<file path="config.mk">
export PLATFORM = sky130hd
export DESIGN_NAME = axi_lite_times_table_slave_flat
export DESIGN_NICKNAME = d
export VERILOG_FILES = /design/src/rtl/axi_lite_times_table_slave_pkg.sv /design/src/rtl/axi_lite_times_table_slave_if.sv /design/src/rtl/axi_lite_times_table_slave_rom.sv /design/src/rtl/axi_lite_times_table_slave.sv /design/src/flat_wrapper.sv
export SDC_FILE = /design/constraint.sdc
export NUM_CORES = 1
export LEC_CHECK = 0
export CAP_MARGIN = 25
export CORE_AREA = 2 2 64 66
export CTS_CLUSTER_DIAMETER = 150
export CTS_CLUSTER_SIZE = 25
export DETAILED_ROUTE_END_ITERATION = 7
export DIE_AREA = 0 0 66 68
export PLACE_DENSITY_LB_ADDON = 0.08
export SKIP_CTS_REPAIR_TIMING = 1
export SLEW_MARGIN = 5
export SYNTH_ARGS = -nofsm -noshare
export SYNTH_HDL_FRONTEND = slang
export SYNTH_SLANG_ARGS = --single-unit
</file>
<file path="constraint.sdc">
create_clock -name clk -period 2.1 [get_ports clk]
set_clock_uncertainty 0.15 [all_clocks]
set_input_delay 0.42 -clock clk [delete_from_list [all_inputs] [get_ports clk]]
set_output_delay 0.42 -clock clk [all_outputs]
set_load 0.005 [all_outputs]
</file>
<file path="src/rtl/axi_lite_times_table_slave_pkg.sv">
// Shared constants, FSM state type and response decode for the times-table slave.
package times_table_pkg;
   localparam logic [1:0] RESP_OKAY   = 2'b00;
   localparam logic [1:0] RESP_SLVERR = 2'b10;
   localparam logic [1:0] RESP_DECERR = 2'b11;

   localparam int A_LSB   = 5;
   localparam int B_LSB   = 2;
   localparam int FIELD_W = 3;
   localparam int PROD_W  = 2 * FIELD_W;

   typedef enum logic [1:0] {IDLE, WAIT, RESP} state_t;

   // Decode error outranks misalignment.
   function automatic logic [1:0] addr_resp(input logic [31:0] addr, input logic [31:0] base);
      if (addr[31:8] != base[31:8]) return RESP_DECERR;
      if (addr[1:0] != 2'b00)       return RESP_SLVERR;
      return RESP_OKAY;
   endfunction
endpackage

</file>
<file path="src/rtl/axi_lite_times_table_slave_if.sv">
// AXI4-Lite bus bundle for the times-table slave; write channels exist only
// when TIMES_TABLE_WRITE_RESP_EN is defined.
interface axi_lite_times_table_if;
   logic [31:0] s_axi_araddr;
   logic [2:0]  s_axi_arprot;
   logic        s_axi_arvalid;
   logic        s_axi_arready;
   logic [31:0] s_axi_rdata;
   logic [1:0]  s_axi_rresp;
   logic        s_axi_rvalid;
   logic        s_axi_rready;
`ifdef TIMES_TABLE_WRITE_RESP_EN
   logic [31:0] s_axi_awaddr;
   logic        s_axi_awvalid;
   logic        s_axi_awready;
   logic [31:0] s_axi_wdata;
   logic [3:0]  s_axi_wstrb;
   logic        s_axi_wvalid;
   logic        s_axi_wready;
   logic [1:0]  s_axi_bresp;
   logic        s_axi_bvalid;
   logic        s_axi_bready;

   modport slave (
      input  s_axi_araddr, s_axi_arprot, s_axi_arvalid, s_axi_rready,
      output s_axi_arready, s_axi_rdata, s_axi_rresp, s_axi_rvalid,
      input  s_axi_awaddr, s_axi_awvalid, s_axi_wdata, s_axi_wstrb, s_axi_wvalid, s_axi_bready,
      output s_axi_awready, s_axi_wready, s_axi_bresp, s_axi_bvalid
   );
   modport master (
      output s_axi_araddr, s_axi_arprot, s_axi_arvalid, s_axi_rready,
      input  s_axi_arready, s_axi_rdata, s_axi_rresp, s_axi_rvalid,
      output s_axi_awaddr, s_axi_awvalid, s_axi_wdata, s_axi_wstrb, s_axi_wvalid, s_axi_bready,
      input  s_axi_awready, s_axi_wready, s_axi_bresp, s_axi_bvalid
   );
`else
   modport slave (
      input  s_axi_araddr, s_axi_arprot, s_axi_arvalid, s_axi_rready,
      output s_axi_arready, s_axi_rdata, s_axi_rresp, s_axi_rvalid
   );
   modport master (
      output s_axi_araddr, s_axi_arprot, s_axi_arvalid, s_axi_rready,
      input  s_axi_arready, s_axi_rdata, s_axi_rresp, s_axi_rvalid
   );
`endif
endinterface

</file>
<file path="src/rtl/axi_lite_times_table_slave_rom.sv">
// Combinational 3x3-bit unsigned multiplier standing in for the table memory.
module times_table_rom
   import times_table_pkg::*;
(
   input  logic [FIELD_W-1:0] i_a,
   input  logic [FIELD_W-1:0] i_b,
   output logic [PROD_W-1:0]  o_prod
);
   assign o_prod = {{(PROD_W-FIELD_W){1'b0}}, i_a} * {{(PROD_W-FIELD_W){1'b0}}, i_b};
endmodule

</file>
<file path="src/rtl/axi_lite_times_table_slave.sv">
// AXI4-Lite read-only 8x8 times table with LATENCY-cycle response delay.
// Define TIMES_TABLE_WRITE_RESP_EN to add a write path that always answers SLVERR.
module axi_lite_times_table_slave
   import times_table_pkg::*;
#(
   parameter int          LATENCY   = 1,
   parameter logic [31:0] BASE_ADDR = 32'h0000_0000
) (
   input  logic                   clk,
   input  logic                   rst,
   axi_lite_times_table_if.slave  bus
);
   if (LATENCY < 1 || LATENCY > 4) begin : g_bad_latency
      $error("axi_lite_times_table_slave: LATENCY must be in 1..4");
   end

   localparam logic [1:0] CNT_INIT = 2'(LATENCY - 1);

   state_t               r_state;
   logic                 r_arready;
   logic                 r_rvalid;
   logic [31:0]          r_rdata;
   logic [1:0]           r_rresp;
   logic [1:0]           r_cnt;
   logic [FIELD_W-1:0]   r_a;
   logic [FIELD_W-1:0]   r_b;
   logic [1:0]           r_resp;
   logic [PROD_W-1:0]    w_prod;
   logic [1:0]           w_ar_resp;

   assign w_ar_resp = addr_resp(bus.s_axi_araddr, BASE_ADDR);

   times_table_rom u_rom (
      .i_a    (r_a),
      .i_b    (r_b),
      .o_prod (w_prod)
   );

   // Response class is decided at capture so only a, b and 2 bits are held.
   always_ff @(posedge clk) begin
      if (rst) begin
         r_state   <= IDLE;
         r_arready <= 1'b0;
         r_rvalid  <= 1'b0;
         r_rdata   <= '0;
         r_rresp   <= RESP_OKAY;
         r_cnt     <= '0;
         r_a       <= '0;
         r_b       <= '0;
         r_resp    <= RESP_OKAY;
      end else begin
         case (r_state)
            IDLE: begin
               if (r_arready && bus.s_axi_arvalid) begin
                  r_arready <= 1'b0;
                  r_a       <= bus.s_axi_araddr[A_LSB +: FIELD_W];
                  r_b       <= bus.s_axi_araddr[B_LSB +: FIELD_W];
                  r_resp    <= w_ar_resp;
                  r_cnt     <= CNT_INIT;
                  r_state   <= WAIT;
               end else begin
                  r_arready <= 1'b1;
               end
            end
            WAIT: begin
               if (r_cnt == 2'd0) begin
                  r_rvalid <= 1'b1;
                  r_rresp  <= r_resp;
                  r_rdata  <= (r_resp == RESP_OKAY) ? {{(32-PROD_W){1'b0}}, w_prod} : '0;
                  r_state  <= RESP;
               end else begin
                  r_cnt <= r_cnt - 2'd1;
               end
            end
            RESP: begin
               if (bus.s_axi_rready) begin
                  r_rvalid  <= 1'b0;
                  r_arready <= 1'b1;
                  r_state   <= IDLE;
               end
            end
            default: r_state <= IDLE;
         endcase
      end
   end

   assign bus.s_axi_arready = r_arready;
   assign bus.s_axi_rvalid  = r_rvalid;
   assign bus.s_axi_rdata   = r_rdata;
   assign bus.s_axi_rresp   = r_rresp;

`ifdef TIMES_TABLE_WRITE_RESP_EN
   logic r_awready;
   logic r_wready;
   logic r_aw_done;
   logic r_w_done;
   logic r_bvalid;

   // AW and W complete independently; B is issued once both have landed.
   always_ff @(posedge clk) begin
      if (rst) begin
         r_awready <= 1'b0;
         r_wready  <= 1'b0;
         r_aw_done <= 1'b0;
         r_w_done  <= 1'b0;
         r_bvalid  <= 1'b0;
      end else if (r_bvalid) begin
         if (bus.s_axi_bready) begin
            r_bvalid  <= 1'b0;
            r_aw_done <= 1'b0;
            r_w_done  <= 1'b0;
            r_awready <= 1'b1;
            r_wready  <= 1'b1;
         end
      end else if (r_aw_done && r_w_done) begin
         r_bvalid <= 1'b1;
      end else begin
         if (r_awready && bus.s_axi_awvalid) begin
            r_aw_done <= 1'b1;
            r_awready <= 1'b0;
         end else if (!r_aw_done) begin
            r_awready <= 1'b1;
         end
         if (r_wready && bus.s_axi_wvalid) begin
            r_w_done <= 1'b1;
            r_wready <= 1'b0;
         end else if (!r_w_done) begin
            r_wready <= 1'b1;
         end
      end
   end

   assign bus.s_axi_awready = r_awready;
   assign bus.s_axi_wready  = r_wready;
   assign bus.s_axi_bvalid  = r_bvalid;
   assign bus.s_axi_bresp   = RESP_SLVERR;

   logic w_unused;
   assign w_unused = ^{bus.s_axi_arprot, bus.s_axi_awaddr, bus.s_axi_wdata, bus.s_axi_wstrb};
`else
   logic w_unused;
   assign w_unused = ^bus.s_axi_arprot;
`endif
endmodule

</file>
<file path="src/flat_wrapper.sv">
// flat-port wrapper written by rule: the top's interface ports become plain ports
module axi_lite_times_table_slave_flat import times_table_pkg::*;
#(
   parameter int          LATENCY   = 1,
   parameter logic [31:0] BASE_ADDR = 32'h0000_0000
)
  (clk, rst, bus_s_axi_araddr, bus_s_axi_arprot, bus_s_axi_arvalid, bus_s_axi_rready, bus_s_axi_arready, bus_s_axi_rdata, bus_s_axi_rresp, bus_s_axi_rvalid);
  axi_lite_times_table_if bus_i ();
  input  logic clk;
  input  logic rst;
  input wire logic [$bits(bus_i.s_axi_araddr)-1:0] bus_s_axi_araddr;
  input wire logic [$bits(bus_i.s_axi_arprot)-1:0] bus_s_axi_arprot;
  input wire logic [$bits(bus_i.s_axi_arvalid)-1:0] bus_s_axi_arvalid;
  input wire logic [$bits(bus_i.s_axi_rready)-1:0] bus_s_axi_rready;
  output wire logic [$bits(bus_i.s_axi_arready)-1:0] bus_s_axi_arready;
  output wire logic [$bits(bus_i.s_axi_rdata)-1:0] bus_s_axi_rdata;
  output wire logic [$bits(bus_i.s_axi_rresp)-1:0] bus_s_axi_rresp;
  output wire logic [$bits(bus_i.s_axi_rvalid)-1:0] bus_s_axi_rvalid;
  assign bus_i.s_axi_araddr = bus_s_axi_araddr;
  assign bus_i.s_axi_arprot = bus_s_axi_arprot;
  assign bus_i.s_axi_arvalid = bus_s_axi_arvalid;
  assign bus_i.s_axi_rready = bus_s_axi_rready;
  assign bus_s_axi_arready = bus_i.s_axi_arready;
  assign bus_s_axi_rdata = bus_i.s_axi_rdata;
  assign bus_s_axi_rresp = bus_i.s_axi_rresp;
  assign bus_s_axi_rvalid = bus_i.s_axi_rvalid;
  axi_lite_times_table_slave #(.LATENCY(LATENCY), .BASE_ADDR(BASE_ADDR)) u_core (.clk(clk), .rst(rst), .bus(bus_i));
endmodule
</file>
---- Word-level counts from Yosys, hierarchy flattened ----
Index checks and enable logic that the tools add are counted.
operators by class
  $add $sub $neg .......................... 1
  $mul .................................... 1
  equal/unequal tests ..................... 6
  muxes and demuxes ....................... 21
  reductions and logical operators ........ 15
operators by type and width
  cell                   count
  $reduce_bool A24 Y1    1
  $mux W2                9
  $reduce_and A3 Y1      3
  $reduce_bool A2 Y1     4
  $mux W1                7
  $logic_not A2 Y1       3
  $mul A3 B3 Y6          1
  $mux W6                1
  $pmux W2 S3            1
  $reduce_and A2 Y1      3
  $ne A2 B1 Y1 const B   2
  $ne A2 B2 Y1 const B   2
  $pmux W1 S2            2
  $pmux W2 S2            1
  $eq A2 B1 Y1 const B   1
  $eq A2 B2 Y1 const B   1
  $sub A2 B1 Y2 const B  1
  $logic_and A1 B1 Y1    1
storage, ports and cells
  register bits after elaboration ......... 48
  bits of input ports ..................... 39

---- Longest topological paths before layout ----
Gate-level depths: netlist of the first run.
  depth in word-level cells ............... 5
  depth in mapped cells ................... 8
  depth with buffers taken out ............ 8

---- Cells and area by module ----
Synthesis of the first run repeated with hierarchy kept, for this count alone.
second synthesis, totals
  cells, all modules ...................... 161
  area total of the unflattened synthesis .. 1317.5 µm²
modules (own cells, without submodules)
  module                      instances  cells each  area an instance (µm²)
  axi_lite_times_table_slave  1          137         1121.1
  times_table_rom             1          24          196.4

---- Worst setup path after synthesis of the first run ----
Ideal clock, no wire load.
  path kind ............................... flip-flop to flip-flop
  start point ............................. reg u_core.r_a[0]
  end point ............................... reg u_core.r_rdata[4], in the netlist u_core.bus.s_axi_rdata[4]
  arrival ................................. 1905 ps
  required time ........................... 1879 ps
  slack ................................... -26 ps
  cell stages (with the launch flop) ...... 9
  clock period less this slack ............ 2126 ps
  path through ............................ dfxtp_1 -> nand2_1 -> fa_1 -> inv_1 -> ha_1 -> fa_1 -> xor2_1 -> nand3_1 -> a21oi_1
between the ends
  longest elaborated chain between the ends .. 2
ends and longest elaborated chain
  what                    line                                 text
  start, declared         axi_lite_times_table_slave.sv:25     logic [FIELD_W-1:0] r_a;
  start signal, assigned  axi_lite_times_table_slave.sv:56     r_a <= bus.s_axi_araddr[A_LSB +: FIELD_W];
  $mul A3 B3 Y6           axi_lite_times_table_slave_rom.sv:9  assign o_prod = {{(PROD_W-FIELD_W){1'b0}}, i_a} * {{(PROD_W-FIELD_W){1'b0}}, i_b};
  $mux W6                 axi_lite_times_table_slave.sv:69     r_rdata <= (r_resp == RESP_OKAY) ? {{(32-PROD_W){1'b0}}, w_prod} : '0;
  end signal, assigned    axi_lite_times_table_slave.sv:69
  end, declared           axi_lite_times_table_slave.sv:22     logic [31:0] r_rdata;
Every way passes these cells.
A chain may end at the register's enable or synchronous reset.

---- Final worst setup path of the first run ----
  start point ............................. reg u_core.r_b[2]
  end point ............................... reg u_core.r_rdata[4], in the netlist u_core.bus.s_axi_rdata[4]
between the ends
  longest elaborated chain between the ends .. 2
ends and longest elaborated chain
  what                    line                                 text
  start, declared         axi_lite_times_table_slave.sv:26     logic [FIELD_W-1:0] r_b;
  start signal, assigned  axi_lite_times_table_slave.sv:57     r_b <= bus.s_axi_araddr[B_LSB +: FIELD_W];
  $mul A3 B3 Y6           axi_lite_times_table_slave_rom.sv:9
  $mux W6                 axi_lite_times_table_slave.sv:69
Every way passes these cells.

==> results of run 1 <==
layout make-up:
type	instances	area, sq um	area share, %
Clock buffer	3	41.3	2.32
Sequential cell	22	445	25.0
Timing Repair Buffer	54	518	29.1
Inverter	6	22.5	1.26
Multi-Input combinational cell	118	693	38.9
Tap cell	50	62.6	3.51
cell usage after synthesis (2+ instances only):
| cell | n | share of area [%] |
|---|---|---|
| mux2i_1 | 6 | 4.8 |
| inv_1 | 6 | 1.8 |
| nand2_1 | 15 | 4.5 |
| nor2_1 | 17 | 5.1 |
| dfxtp_1 | 22 | 35 |
| nand3_1 | 5 | 2.0 |
| nor4_1 | 6 | 3.0 |
| clkbuf_1 | 3 | 0.90 |
| fa_1 | 2 | 3.2 |
| buf_4 | 26 | 16 |
| and2_1 | 5 | 2.5 |
| nor3_1 | 2 | 0.80 |
| a21oi_1 | 14 | 5.6 |
| nand4_1 | 2 | 0.99 |
| ha_1 | 6 | 6.0 |
worst min-delay path: cells and delay by family, from the launching register on:
kind | cells | cell delay [ns]
AND/OR/NAND/NOR | 1 | 0.05
AO/OA/AOI/OAI | 1 | 0.05
flip-flops | 1 | 0.31
power by group through the flow:
stage / clock network, uW / logic [uW] / registers, uW
6_report: 263 / 158 / 445
3_5_place_dp: 0 / 157 / 453
5_1_grt: 284 / 175 / 447
2_1_floorplan: 0 / 96.0 / 453
4_1_cts: 272 / 158 / 443
3_3_place_gp: 0 / 155 / 453
path summary, 6_finish.rpt:
| check | cells after the start | slack, ns | endpoint |
|---|---|---|---|
| max reg2reg | 8 | 0.05 | u_core.bus.s_axi_rdata[4] |
| min | 2 | 0.31 | u_core.bus.s_axi_rdata[1] |
| max | 8 | 0.05 | u_core.bus.s_axi_rdata[4] |
| min reg2reg | 2 | 0.31 | u_core.bus.s_axi_rdata[1] |
metrics by stage:
stage | std cells | TNS, ns
after global routing | 253 | -0.0720
final | 253 | 0
after global placement | 249 | -0.0318
after floorplan | 176 | 0
after detailed placement | 249 | -0.0674
after CTS | 252 | -0.112
routing by layer:
metal	vias up	track usage [%]	part of all wire (%)
li1	559	-	-
met1	480	14.5	42
met2	27	24.6	52
met3	3	2.14	4.4
met4	0	3.83	1.1
met5	-	0	0
flip-flops by register name, summed over array words and instances (netlist names):
signal	count
u_core.bus.s_axi_rdata	6
u_core.r_a	3
u_core.r_b	3
u_core.bus.s_axi_rresp	2
u_core.r_cnt	2
u_core.r_resp	2
u_core.r_state	2
u_core.bus.s_axi_arready	1
u_core.bus.s_axi_rvalid	1
cells in the final DEF, fill, tap and decap left out, types with 2 or more instances in the layout:
master           instances
ha_1                     5
buf_4                    9
conb_1                  26
nor3_1                   2
nand2_2                  2
clkdlybuf4s50_1         45
nand4_1                  2
and2_1                   5
a21oi_1                 12
dfxtp_2                  4
mux2i_1                  6
nor4_1                   6
nor2_1                  17
inv_1                    6
a21oi_2                  2
nand3_1                  4
dfxtp_1                 18
clkbuf_8                 3
nand2_1                 13
logic make-up (layout without fill, tap and decap cells):
| family | count (synthesis) | count (layout) | share of synthesized area [%] |
|---|---|---|---|
| fa+ha+maj | 8 | 8 | 9.15 |
| buf+inv | 36 | 63 | 19.1 |
| compound gates | 18 | 18 | 7.76 |
| other cells | 1 | 26 | 0.298 |
| xor+xnor | 1 | 1 | 0.697 |
| mux | 6 | 6 | 4.78 |
| simple gates | 59 | 59 | 23.2 |
| flops | 22 | 22 | 35.0 |
==> impl_metrics.py, run 1 <==
metrics = {
    "timing": {
        "timing.fmax_mhz": 488,
        "finalCriticalPeriod_ns": 2.05,
        "slew_violations": 0,
        "fin_crit_sh_pct": 97.6,
        "rsz0062_at_grt": "yes",
        "whs_ns": 0.305,
        "tightest_slew_ns": 0.500,
        "fin_ws_ns": 0.0512,
        "report.final.setup_viol": 0,
        "hold_viol_final": 0,
        "relSlewSlack_pct": 66.6,
    },
    "flow_run": {
        "maxCapViolCount": 0,
    },
    "setup_path": {
        "slowest_delay_ns": 0.52,
        "slowest_stage": "fa_1",
        "cp_num_buf_inv": 1,
        "cp_top_family": "adder cells",
        "cp_data_arrival_time_ns": 2.10,
        "cp_cell_sequence": "nand2_2 -> fa_1 -> inv_1 -> ha_2 -> fa_2 -> xor2_1 -> nand3_1 -> a21oi_1",
        "worst_setup_path_end_kind": "flop",
        "startpoint": "u_core.r_b[2]",
        "critPathKind": "flop to flop",
        "cp_max_fo": 2,
        "cp.required_ns": 2.15,
        "r2r_start": "u_core.r_b[2]",
        "cp-start-kind": "flop",
    },
    "cts": {
        "clock-sinks": 22,
        "cts_buffers": 3,
        "clock_latency_ns": 0.26,
        "clk_pin_slew_ns": 0.08,
        "cts-root-buf": "clkbuf_8",
        "htreeDepth": 1,
        "tritoncts": "done",
        "clockBufferDepth": 2,
    },
    "layout": {
        "layout-drive-gt1-share_pct": 12.8,
        "nNetsFinal": 252,
        "diodes": 0,
        "final_util_pct": 46.2,
        "syn_to_final_growth_pct": 41.8,
        "num-fill-cells": 406,
        "final_area_sq_mm": 0.00178,
    },
    "power_and_ir_drop": {
        "p_per_area_mw_per_mm2": 486,
        "finalPower_uw": 866,
        "clkPwrFrac_pct": 30.4,
        "p_comb_share_pct": 18.3,
        "irDropWorstVdd_mv": 0.226,
        "power.switching_uw": 210,
        "p_leak_uw": 0.000723,
        "swShare_pct": 24.2,
        "seq_power_share_pct": 51.3,
        "p_int_uw": 656,
    },
    "synthesis": {
        "synth.distinct_cells": 29,
        "netlist_instances": 151,
        "yosysWarnings": 0,
        "syn_area_sq_mm": 0.00126,
        "yosysSeqAreaShare_pct": 35.0,
        "synth.ff_latch_count": 22,
        "synth-main-ff-cell": "dfxtp_1",
        "async_reset_ff_share_pct": 0,
        "syn-mean-instance-area_sq_um": 8.33,
        "synth_edf_count": 0,
    },
    "detailed_routing": {
        "finalWirelength_mm": 2.74,
        "viasPerCell": 4.23,
        "vias": 1069,
        "drt_iter0_markers": 11,
        "postRouteAntennaNets": 0,
        "dr.pass1.iters": 4,
        "drc_errors": 0,
        "routedWlPerCell_um": 10.8,
    },
    "die": {
        "core_sq_mm": 0.00386,
        "start_util_pct": 32.6,
        "die_h_um": 68,
        "dieWidth_um": 66,
        "row_count": 23,
        "dieArea_sq_mm": 0.00449,
        "io_pins": 75,
    },
    "global_routing": {
        "grt_max_degree": 23,
        "grtUsageTotal_pct": 12.8,
        "grt_pass1_wl_mm": 4.49,
        "gr-total-overflow": 0,
        "antenna_found_initial": 0,
        "grt_pass1_vias": 1014,
    },
    "worst_hold_path": {
        "min_from": "u_core.bus.s_axi_rdata[1]",
        "worstHoldPathType": "flop to flop",
    },
    "place": {
        "io_buffer_count": 45,
        "dp_hpwl_mm": 2.27,
        "place.gp.congestion": 0.743,
        "placed_area_sq_mm": 0.00171,
        "pre_cts_slack_ns": -0.0419,
    },
    "status": {
        "status": "complete, no violations",
    },
}
(Power assumes the default switching activity.)
==> inputs of run 2 (changes only) <==
- CAP_MARGIN: 25 -> not set
==> results of run 2 <==
Same layout as run 1: the final DEF is identical, and so are final timing and power.
